**config.mk**
```make
export PLATFORM = sky130hd
export DESIGN_NAME = bin_bcd_7seg_seq
export DESIGN_NICKNAME = d
export VERILOG_FILES = /design/src/rtl/bin_bcd_7seg_seq.sv
export SDC_FILE = /design/constraint.sdc
export NUM_CORES = 1
export LEC_CHECK = 0
export ABC_AREA = 1
export BUFFER_PORTS_ARGS = -buffer_cell sky130_fd_sc_hd__buf_2
export CAP_MARGIN = 20
export CORE_MARGIN = 5
export CORE_UTILIZATION = 51
export DETAILED_ROUTE_END_ITERATION = 16
export PLACE_DENSITY_LB_ADDON = 0.05
export SLEW_MARGIN = 20
export SYNTH_ARGS = -nofsm -noshare
export SYNTH_HDL_FRONTEND = slang
export SYNTH_SLANG_ARGS = --single-unit
```
**constraint.sdc**
```tcl
create_clock -name clk -period 1.4 [get_ports clk]
set_clock_uncertainty 0.15 [all_clocks]
set_input_delay 0 -clock clk [delete_from_list [all_inputs] [get_ports clk]]
set_output_delay 0 -clock clk [all_outputs]
set_load 0.05 [all_outputs]
```
**src/rtl/bin_bcd_7seg_seq.sv**
```systemverilog
// Sequential binary-to-BCD converter with 7-segment decode.
// Double dabble, one input bit per clock, MSB first. Results are loaded together
// with a single-cycle done pulse; outputs hold their previous values while busy.
//
// Ports:
//   clk     - clock, rising edge
//   rst_n   - asynchronous active-low reset
//   start   - conversion request, sampled only when idle
//   bin_in  - unsigned binary value, latched when start is accepted
//   busy    - conversion in progress
//   done    - one-cycle pulse when bcd/seg/ovf update
//   ovf     - last result had bin_in >= 10^DIGITS
//   bcd     - packed BCD result, digit 0 (units) in bits [3:0]
//   seg     - packed segment patterns, digit 0 in bits [6:0], {g,f,e,d,c,b,a}
module bin_bcd_7seg_seq #(
  parameter int unsigned WIDTH          = 23,
  parameter int unsigned DIGITS         = 6,
  parameter bit          BLANK_LZ       = 1'b1,
  parameter bit          SEG_ACTIVE_LOW = 1'b1
) (
  input  logic                  clk,
  input  logic                  rst_n,
  input  logic                  start,
  input  logic [WIDTH-1:0]      bin_in,
  output logic                  busy,
  output logic                  done,
  output logic                  ovf,
  output logic [4*DIGITS-1:0]   bcd,
  output logic [7*DIGITS-1:0]   seg
);

  localparam int unsigned BCD_W = 4 * DIGITS;
  localparam int unsigned SEG_W = 7 * DIGITS;
  localparam int unsigned CNT_W = (WIDTH > 1) ? $clog2(WIDTH) : 1;
  localparam logic [CNT_W-1:0] LAST_SHIFT = CNT_W'(WIDTH - 1);
  localparam logic [SEG_W-1:0] SEG_BLANK  = SEG_ACTIVE_LOW ? {SEG_W{1'b1}} : {SEG_W{1'b0}};
  localparam logic [6:0]       PAT_DASH   = 7'b1000000;

  typedef enum logic [1:0] {IDLE, SHIFT, LOAD} state_t;

  state_t             state_q, state_d;
  logic [WIDTH-1:0]   bin_q, bin_d;
  logic [BCD_W-1:0]   acc_q, acc_d;
  logic               acc_ovf_q, acc_ovf_d;
  logic [CNT_W-1:0]   cnt_q, cnt_d;
  logic               busy_d, done_d, ovf_d;
  logic [BCD_W-1:0]   bcd_d;
  logic [SEG_W-1:0]   seg_d;

  logic [BCD_W-1:0]   acc_adj;
  logic [BCD_W-1:0]   acc_shift;
  logic               acc_carry;
  logic [SEG_W-1:0]   seg_new;
  logic               lead;
  logic [3:0]         digit;
  logic [6:0]         pat;

  // Active-high {g,f,e,d,c,b,a} pattern for one BCD digit; non-BCD codes blank.
  function automatic logic [6:0] seg_decode(input logic [3:0] d);
    case (d)
      4'd0:    seg_decode = 7'b0111111;
      4'd1:    seg_decode = 7'b0000110;
      4'd2:    seg_decode = 7'b1011011;
      4'd3:    seg_decode = 7'b1001111;
      4'd4:    seg_decode = 7'b1100110;
      4'd5:    seg_decode = 7'b1101101;
      4'd6:    seg_decode = 7'b1111101;
      4'd7:    seg_decode = 7'b0000111;
      4'd8:    seg_decode = 7'b1111111;
      4'd9:    seg_decode = 7'b1101111;
      default: seg_decode = 7'b0000000;
    endcase
  endfunction

  // Add-3 correction on every digit that is 5 or more, ahead of the shift.
  always_comb begin
    acc_adj = acc_q;
    for (int i = 0; i < int'(DIGITS); i++) begin
      if (acc_q[4*i +: 4] >= 4'd5) begin
        acc_adj[4*i +: 4] = acc_q[4*i +: 4] + 4'd3;
      end
    end
  end

  // The bit leaving the top digit is a dropped multiple of 10^DIGITS.
  assign acc_shift = {acc_adj[BCD_W-2:0], bin_q[WIDTH-1]};
  assign acc_carry = acc_adj[BCD_W-1];

  // Segment image of the finished accumulator, scanning from the top digit so
  // leading zeros can be blanked until the first nonzero digit.
  always_comb begin
    seg_new = '0;
    lead    = 1'b1;
    digit   = '0;
    pat     = '0;
    for (int i = int'(DIGITS) - 1; i >= 0; i--) begin
      digit = acc_q[4*i +: 4];
      if (digit != 4'd0) lead = 1'b0;
      if (acc_ovf_q)                          pat = PAT_DASH;
      else if (BLANK_LZ && lead && (i != 0))  pat = 7'b0000000;
      else                                    pat = seg_decode(digit);
      seg_new[7*i +: 7] = SEG_ACTIVE_LOW ? ~pat : pat;
    end
  end

  // Next-state and registered-output logic.
  always_comb begin
    state_d   = state_q;
    bin_d     = bin_q;
    acc_d     = acc_q;
    acc_ovf_d = acc_ovf_q;
    cnt_d     = cnt_q;
    busy_d    = busy;
    done_d    = 1'b0;
    ovf_d     = ovf;
    bcd_d     = bcd;
    seg_d     = seg;
    unique case (state_q)
      IDLE: begin
        if (start) begin
          state_d   = SHIFT;
          busy_d    = 1'b1;
          bin_d     = bin_in;
          acc_d     = '0;
          acc_ovf_d = 1'b0;
          cnt_d     = '0;
        end
      end
      SHIFT: begin
        bin_d     = bin_q << 1;
        acc_d     = acc_shift;
        acc_ovf_d = acc_ovf_q | acc_carry;
        cnt_d     = cnt_q + 1'b1;
        if (cnt_q == LAST_SHIFT) state_d = LOAD;
      end
      LOAD: begin
        state_d = IDLE;
        busy_d  = 1'b0;
        done_d  = 1'b1;
        bcd_d   = acc_q;
        seg_d   = seg_new;
        ovf_d   = acc_ovf_q;
      end
      default: state_d = IDLE;
    endcase
  end

  // State and output registers.
  always_ff @(posedge clk or negedge rst_n) begin
    if (!rst_n) begin
      state_q   <= IDLE;
      bin_q     <= '0;
      acc_q     <= '0;
      acc_ovf_q <= 1'b0;
      cnt_q     <= '0;
      busy      <= 1'b0;
      done      <= 1'b0;
      ovf       <= 1'b0;
      bcd       <= '0;
      seg       <= SEG_BLANK;
    end else begin
      state_q   <= state_d;
      bin_q     <= bin_d;
      acc_q     <= acc_d;
      acc_ovf_q <= acc_ovf_d;
      cnt_q     <= cnt_d;
      busy      <= busy_d;
      done      <= done_d;
      ovf       <= ovf_d;
      bcd       <= bcd_d;
      seg       <= seg_d;
    end
  end

endmodule
```
==> run metrics, run 1 <==
die height 120 µm; Final Hold Fails 5; diode count 0; Layout fillers 825; vias in the first global route 5925; Reg clk slew, reported paths 50 ps; routability cong. 0.857; asr flop ratio synth 100%; htree depth 4; hold crit path type in2async; crit share post-route 112%; Worst Path Arrival 1760 ps; CTS root buffer clkbuf_16; Tightest Pin Transition 527 ps; hpwl dp 11200 µm; WS Path Type reg2reg; power per cell area 2450 nW/µm²; post-route setup slack -167 ps; Reg2Reg Depth 5; gr usage total 24.6%; DRC Markers 0; top_reg_cell synth dfrtp_1; reg2reg setup slack -170 ps; Synth Register Bits 124; Tmin final 1570 ps; DRT iter0 DRCs 353; RSZ-0062 raised after global routing true; worst slack at placement -197 ps; Rows 40; maxcap violations 0; largest net degree at the start of global routing 78; Die W 120 µm; multi-input logic area 3230 µm²; TNS Setup -4890 ps; Critical Path Max Stage Delay 450 ps; sequential cell area 3160 µm²; Final #Nets 971; global-route wire length before repair 28200 µm; clock tree buffer depth 2; starting density of the core 51.5%; reg-to-reg startpoint acc_q[9]; number of enable flip-flop cells after synthesis 0; critical path's top delay family compound AO/OA/AOI/OAI gates; clk_lat worst skew 420 ps; Post-Syn Instances 685; post-synthesis sequential area ratio 51.4%; critical path peak fanout 5; reg2reg end seg[16]; Ys Warns 0; antenna-violating nets left 0; hold slack final -20.3 ps; Max VDD drop 1380 µV; Tot Pwr 22.5 mW; drt total wl 17500 µm; endpoints failing setup 53; via density per instance 5.36; WL/cell 16.3 µm; Core Area 11900 µm²; CP Capture Type flip-flop; number of antenna violations at the first check in global routing 0; die area 14300 µm²; gr ovfl total 0; WP buf/inv 1; Slowest cell on crit path o21ai_0; CTS tree done; final slew viol count 0; Post-Syn Nets 743; Num Clock Sinks 124; status finished with violations; synthesis-to-finish area growth 50.0%; via count 5756; Startpoint Class flip-flop; worst endpoint required time 1590 ps; Top-Level Pins 95; syn avg cell area 8.96 µm²; Netlist Area Pre-Place 6140 µm²; Detailed Routing Iterations Pass 1 6; Port Buffers 94; total CTS buffers 17; relative slew slack 64.5%; Max Clock Freq 638 MHz; Synth cell types 39; worst-path cell chain buf_4, o21ai_0, nand3_4, nand2_4, nand2_2; leak pwr 4.35 nW; fin util 77.3%; failing checks negative hold slack, negative setup slack; layout cell share with drive strength beyond 1 47.0%
==> final cells by class <==
cell class,count,share of cell area (%)
clock buffers,30,5.58
repair buffers,235,19.5
well taps,147,2.00
multi-input cells,459,35.1
flip-flops and latches,124,34.3
clock inverters,2,0.109
inverters,76,3.45
==> where the power goes <==
part | switching (mW) | leakage, nW | total [mW] | internal, mW
combinational | 7.34 | 2.69 | 12.6 | 5.28
sequential | 1.03 | 1.40 | 5.98 | 4.95
clock | 1.49 | 0.257 | 3.93 | 2.44
total | 9.86 | 4.35 | 22.5 | 12.7
==> flip-flops by register name, indices dropped and copies added (netlist names) <==
name and count:
busy 1, state_q 2, acc_ovf_q 1, cnt_q 5, acc_q 24, ovf 1
seg 42, done 1, bcd 24, bin_q 23
==> kinds of logic (layout without fill, tap and decap cells) <==
family                     Yosys count  in the layout  synth area share [%]
and+or+nand+nor                    237            237                  17.5
AOI/OAI and AO/OA                  185            185                  16.7
xor gates and xnor gates             5              5                 0.713
DFF                                124            124                  51.4
buffers and inverters              102            343                  7.17
adders and majority gates           32             32                  6.52
==> placed cells by master, fill, tap and decap left out, types with 33 or more instances in the layout <==
master,netlist,routed
nand2_1,126,98
a21oi_1,56,38
dfstp_2,42,42
nor2_1,51,50
dfrtp_1,82,78
buf_4,9,92
o21ai_1,6,33
o21ai_0,72,37
inv_1,62,36
buf_2,11,89
==> worst register-to-register path, stage by stage, from the launching register on <==
cell     delay [ps]
dfrtp_1         410
buf_4           170
o21ai_0         450
nand3_4         120
nand2_4         130
nand2_2          60
==> metal layers <==
metal	share of wire, %	vias to the layer above	wire length (µm)	GRT usage [%]
li1	-	2765	-	-
met1	41	2801	7150	29.3
met2	52	154	9120	42.4
met3	4.8	36	841	6.22
met4	2.2	0	391	10.3
met5	0	-	0	0
==> worst max path at each step <==
| stage | startpoint | to | slack (ps) | cells past startpoint |
|---|---|---|---|---|
| global placement | acc_q[20] | seg[38] | -160 | 6 |
| finish | acc_q[9] | seg[16] | -170 | 5 |
| detailed placement | acc_q[20] | seg[10] | -200 | 6 |
| CTS | acc_q[20] | acc_ovf_q | -160 | 8 |
| global route | acc_q[9] | seg[20] | -240 | 8 |
| floorplan | acc_q[17] | seg[15] | -20 | 8 |
==> what timing repair did <==
| item | CTS | global route |
|---|---|---|
| resized for setup | 78 | 129 |
| pin swaps | 27 | 53 |
| setup endpoints to repair | 86 | 80 |
| gates cloned | 1 | 2 |
| hold buffers | 26 | 0 |
| endpoints found under the hold margin | 149 | 0 |
| setup buffers | 12 | 11 |
==> metrics by stage <==
step	instances	area [µm²]
finish	1073	9210
global route	1073	9210
CTS	1063	8660
detailed placement	992	7470
global placement	992	7470
floorplan	685	6220
==> synth_stat cells (4+ instances only) <==
cell,number,area share [%]
nand2_1,126,7.7
dfrtp_1,82,33
o21ai_0,72,5.9
inv_1,62,3.8
a21oi_1,56,4.6
nor2_1,51,3.1
dfstp_2,42,18
nand3_1,33,2.7
ha_1,32,6.5
o22ai_1,27,2.8
inv_2,13,0.79
buf_2,11,0.90
buf_4,9,1.1
a32oi_1,8,1.1
nand2_2,6,0.61
o211ai_1,6,0.73
o21ai_1,6,0.49
clkbuf_1,5,0.31
nand3_2,5,0.82
xor2_1,5,0.71
nor2_2,4,0.41
(Power assumes the default switching activity.)
==> inputs of run 2 (changes only) <==
--- a/config.mk
+++ b/config.mk
@@ -5,11 +5,10 @@
 export SDC_FILE = /design/constraint.sdc
 export NUM_CORES = 1
 export LEC_CHECK = 0
-export ABC_AREA = 1
 export BUFFER_PORTS_ARGS = -buffer_cell sky130_fd_sc_hd__buf_2
 export CAP_MARGIN = 20
 export CORE_MARGIN = 5
-export CORE_UTILIZATION = 51
+export CORE_UTILIZATION = 52
 export DETAILED_ROUTE_END_ITERATION = 16
 export PLACE_DENSITY_LB_ADDON = 0.05
 export SLEW_MARGIN = 20
==> run 2 against run 1 <==
The flow now stops in global routing. Synthesized area is 1.1% higher. Synthesized cell count is 7.4% lower.
==> run metrics, run 2 <==
post-synthesis mux area share 2.18% (was 0%); routability cong. 0.837 (was 0.857); Synth Register Bits 124 (unchanged); clock tree buffer depth 2 (unchanged); Post-Synth Adder-Cell Area 6.45% (was 6.52%); Die W 119 µm (was 120 µm); synth top area cells dfrtp_1 (33%), dfstp_2 (18%), ha_1 (6.5%) (was dfrtp_1 (33%), dfstp_2 (18%), nand2_1 (7.7%)); Rows 40 (unchanged); Err [ERROR DPL-0033] detailed placement checks failed during check placement.; Top-Level Pins 95 (unchanged); most common cell in the netlist nand2_1 (unchanged); CTS root buffer clkbuf_16 (unchanged); Stop stage global routing; area leader, netlist dfrtp_1 (unchanged); number of antenna violations at the first check in global routing 4; post-synthesis sequential area ratio 50.8% (was 51.4%); Port Buffers 94 (unchanged); Netlist Area Pre-Place 6210 µm² (was 6140 µm²); Synth Area in Compound Gates 17.6% (was 16.7%); simple-gate area share of the yosys netlist 17.1% (was 17.5%); total CTS buffers 17 (unchanged); asr flop ratio synth 100% (unchanged); Ys Warns 0 (unchanged); worst_ep kind register input; Post-Place Cells 958 (was 992); placed cell areas 7860 µm² (was 7470 µm²); largest net degree at the start of global routing 35; top_reg_cell synth dfrtp_1 (unchanged); Num Clock Sinks 124 (unchanged); Synth cell types 53 (was 39); main combinational cell family by area after synthesis compound AO/OA/AOI/OAI gates (was simple AND/OR/NAND/NOR gates); starting density of the core 52.3% (was 51.5%); status stopped before the end (was finished with violations); Worst EP post-GRT repair seg[8]$_DFFE_PN1P_/D; hpwl dp 11700 µm (was 11200 µm); Post-Syn Instances 634 (was 685); XOR/XNOR share of the synthesized area 1.69% (was 0.713%); die height 119 µm (was 120 µm); number of enable flip-flop cells after synthesis 0 (unchanged); Post-Syn Nets 692 (was 743); most common library cells after synthesis nand2_1 (85), dfrtp_1 (82), nor2_1 (66) (was nand2_1 (126), dfrtp_1 (82), o21ai_0 (72)); top cell type's share of synthesized area 33.1% (was 33.4%); syn avg cell area 9.79 µm² (was 8.96 µm²); htree depth 4 (unchanged)
[run 2: logic make-up after synthesis]
kind of cell | Yosys count
xor gates and xnor gates | 12
adders and majority gates | 32
buffers and inverters | 61
muxes | 13
and+or+nand+nor | 224
AOI/OAI and AO/OA | 168
DFF | 124
[run 2: timing repair]
item | in CTS
cloned | 12
hold buffers | 26
endpoints found under the setup margin | 106
gates resized for setup | 222
pin swaps | 69
buffers inserted | 54
hold endpoints to repair | 148
[run 2: per-stage QoR]
step	hold slack [ps]	utilization [%]	worst slack [ps]
after floorplan	-446	-	-294
after global placement	-217	66.3	-322
after detailed placement	-215	66.3	-373
after CTS	102	87.8	-389
==> inputs of run 3 (changes only) <==
--- a/config.mk
+++ b/config.mk
@@ -8,9 +8,9 @@
 export BUFFER_PORTS_ARGS = -buffer_cell sky130_fd_sc_hd__buf_2
 export CAP_MARGIN = 20
 export CORE_MARGIN = 5
-export CORE_UTILIZATION = 52
+export CORE_UTILIZATION = 40
 export DETAILED_ROUTE_END_ITERATION = 16
-export PLACE_DENSITY_LB_ADDON = 0.05
+export PLACE_DENSITY_LB_ADDON = 0.15
 export SLEW_MARGIN = 20
 export SYNTH_ARGS = -nofsm -noshare
 export SYNTH_HDL_FRONTEND = slang
==> constraint.sdc (replaced) <==
create_clock -name clk -period 1.8 [get_ports clk]
set_clock_uncertainty 0.15 [all_clocks]
set_input_delay 0 -clock clk [delete_from_list [all_inputs] [get_ports clk]]
set_output_delay 0 -clock clk [all_outputs]
set_load 0.05 [all_outputs]
==> run 3 against run 2 <==
The run now ends clean. Synthesized cell count did not move. Synthesized area did not move.
==> run metrics, run 3 <==
Ys Warns 0 (unchanged); Post-Syn Instances 634 (unchanged); asr flop ratio synth 100% (unchanged); DRC Markers 0; Reg2Reg Depth 6; htree depth 4 (unchanged); number of enable flip-flop cells after synthesis 0 (unchanged); met1 GRT Util 23.3%; Synth Register Bits 124 (unchanged); Post-Syn Nets 692 (unchanged); clock tree buffer depth 2 (unchanged); clk_lat worst skew 410 ps; CTS tree done; maxcap violations 0; routability cong. 0.818 (was 0.837); relative slew slack 63.7%; most common library cells after synthesis nand2_1 (85), dfrtp_1 (82), nor2_1 (66) (unchanged); Netlist Area Pre-Place 6210 µm² (unchanged); Final #Nets 863; Startpoint Class flip-flop; starting density of the core 40.8% (was 52.3%); status completed (was stopped before the end); critical path peak fanout 5; Top-Level Pins 95 (unchanged); most used routing layer met2; Layout fillers 1338; placed cell areas 7280 µm² (was 7860 µm²); max FFs per register 42; crit share post-route 98.9%; Design Area, Final 8350 µm²; power per cell area 1670 nW/µm²; leak pwr 3.78 nW; diode count 0; M2 GR Usage 30.5%; top_reg_cell synth dfrtp_1 (unchanged); Tightest Pin Transition 545 ps; Synth cell types 53 (unchanged); Tmin final 1780 ps; hold path cells 4; Rows 45 (was 40); layout cell share with drive strength beyond 1 34.8%; gr ovfl total 0; worst endpoint required time 2000 ps; register with the most flip-flops seg; top flop regs seg: 42 flops, acc_q: 24 flops, bcd: 24 flops; final slew viol count 0; multi-input logic area 2940 µm²; Critical Path Max Stage Delay 400 ps; drt total wl 16200 µm; commonest non-fill, non-tap cell in the layout buf_2; Reg clk slew, reported paths 50 ps; DRT iter0 DRCs 359; hold slack final 214 ps; syn avg cell area 9.79 µm² (unchanged); largest net degree at the start of global routing 46; CP Capture Type flip-flop; top cell type's share of synthesized area 33.1% (unchanged); Die W 135 µm (was 119 µm); vias in the first global route 5378; Max Clock Freq 562 MHz; endpoints failing setup 0; number of antenna violations at the first check in global routing 0; synth top area cells dfrtp_1 (33%), dfstp_2 (18%), ha_1 (6.5%) (unchanged); Max VDD drop 806 µV; WL/cell 16.1 µm; Port Buffers 94 (unchanged); total CTS buffers 17 (unchanged); die height 135 µm (was 119 µm); Post-Place Cells 942 (was 958); Slowest cell on crit path dfrtp_1; sequential cell area 3160 µm²; die area 18100 µm²; Worst Path Arrival 1990 ps; most common cell in the netlist nand2_1 (unchanged); Num Clock Sinks 124 (unchanged); hpwl dp 11400 µm (was 11700 µm); area leader, netlist dfrtp_1 (unchanged); Final Hold Fails 0; Post-Layout Cell Count 1006; reg2reg setup slack 20 ps; via density per instance 5.25; post-synthesis sequential area ratio 50.8% (unchanged); worst-path cell chain inv_2, ha_2, nand2b_4, nor4b_4, and4_4, a221o_1; RSZ-0062 raised after global routing true; via count 5281; WS Path Type reg2reg; hold crit path type in2reg; CTS root buffer clkbuf_16 (unchanged); most frequent cells in the layout buf_2 (93), nand2_1 (84), dfrtp_1 (81), buf_4 (69), nor2_1 (66); GRT met3 Usage 4.17%; global-route wire length before repair 26900 µm; Detailed Routing Iterations Pass 1 5; gr usage total 18.4%; antenna-violating nets left 0; synthesis-to-finish area growth 34.5%; Core Area 15200 µm²
## run 3: cell counts after synthesis
No cell type changed its count.
## run 3: critical path, delay by kind of cell, from the launching register on
family / cells / cell delay (ps)
AO/OA/AOI/OAI: 1 / 150
adder cells (fa/ha/maj): 1 / 220
buffers and inverters: 1 / 100
flip-flops: 1 / 400
AND/OR/NAND/NOR: 3 / 710
## run 3: what timing repair did
item | in CTS | in global routing
pin swaps | 3 | 15
setup endpoints to repair | 16 | 32
setup buffers | 0 | 6
hold endpoints to repair | 120 | 0
hold buffers | 26 | 0
resized for setup | 7 | 35
## run 3: metal layers
metal | up-vias | share of wire [%]
met4 | 0 | 1.6
met1 | 2570 | 44
met5 | - | 0
li1 | 2576 | -
met3 | 23 | 4.6
met2 | 112 | 50
## run 3: layout make-up
| class | instances | share of cell area [%] |
|---|---|---|
| flip-flops and latches | 124 | 37.8 |
| multi-input cells | 449 | 35.2 |
| repair buffers | 191 | 15.6 |
| clock buffers | 27 | 6.38 |
| well taps | 188 | 2.82 |
| clock inverters | 5 | 1.23 |
| inverters | 22 | 0.989 |
## run 3: worst paths after layout
kind,startpoint,to
max reg2reg,acc_q[8],seg[13]
max in group asynchronous,rst_n,seg[7]
min,bin_in[0],bin_q[0]
min in group asynchronous,rst_n,bin_q[17]
max,acc_q[8],seg[13]
min reg2reg,bcd[22],bcd[22]
## run 3: through the flow
step	power [mW]	setup WS (ps)	util (%)	setup TNS, ps
final	13.9	19.8	54.9	0
after global routing	14.9	-48.8	54.9	-406
after CTS	13.7	-1.76	53.9	-1.76
after detailed placement	9.97	-72.8	47.9	-604
after global placement	9.82	22.4	47.9	0
after floorplan	8.01	2.46	-	0
## run 3: power by group
group          internal [mW]  switching [mW]
clock                   2.44            1.19
sequential              3.61           0.589
combinational           2.56            3.55
total                   8.61            5.32
## run 3: cell families after synthesis
family          after synthesis  synth area share [%]
mux                          13                  2.18
buf+inv                      61                  4.17
fa+ha+maj                    32                  6.45
compound gates              168                  17.6
xor+xnor                     12                  1.69
flops                       124                  50.8
simple gates                224                  17.1
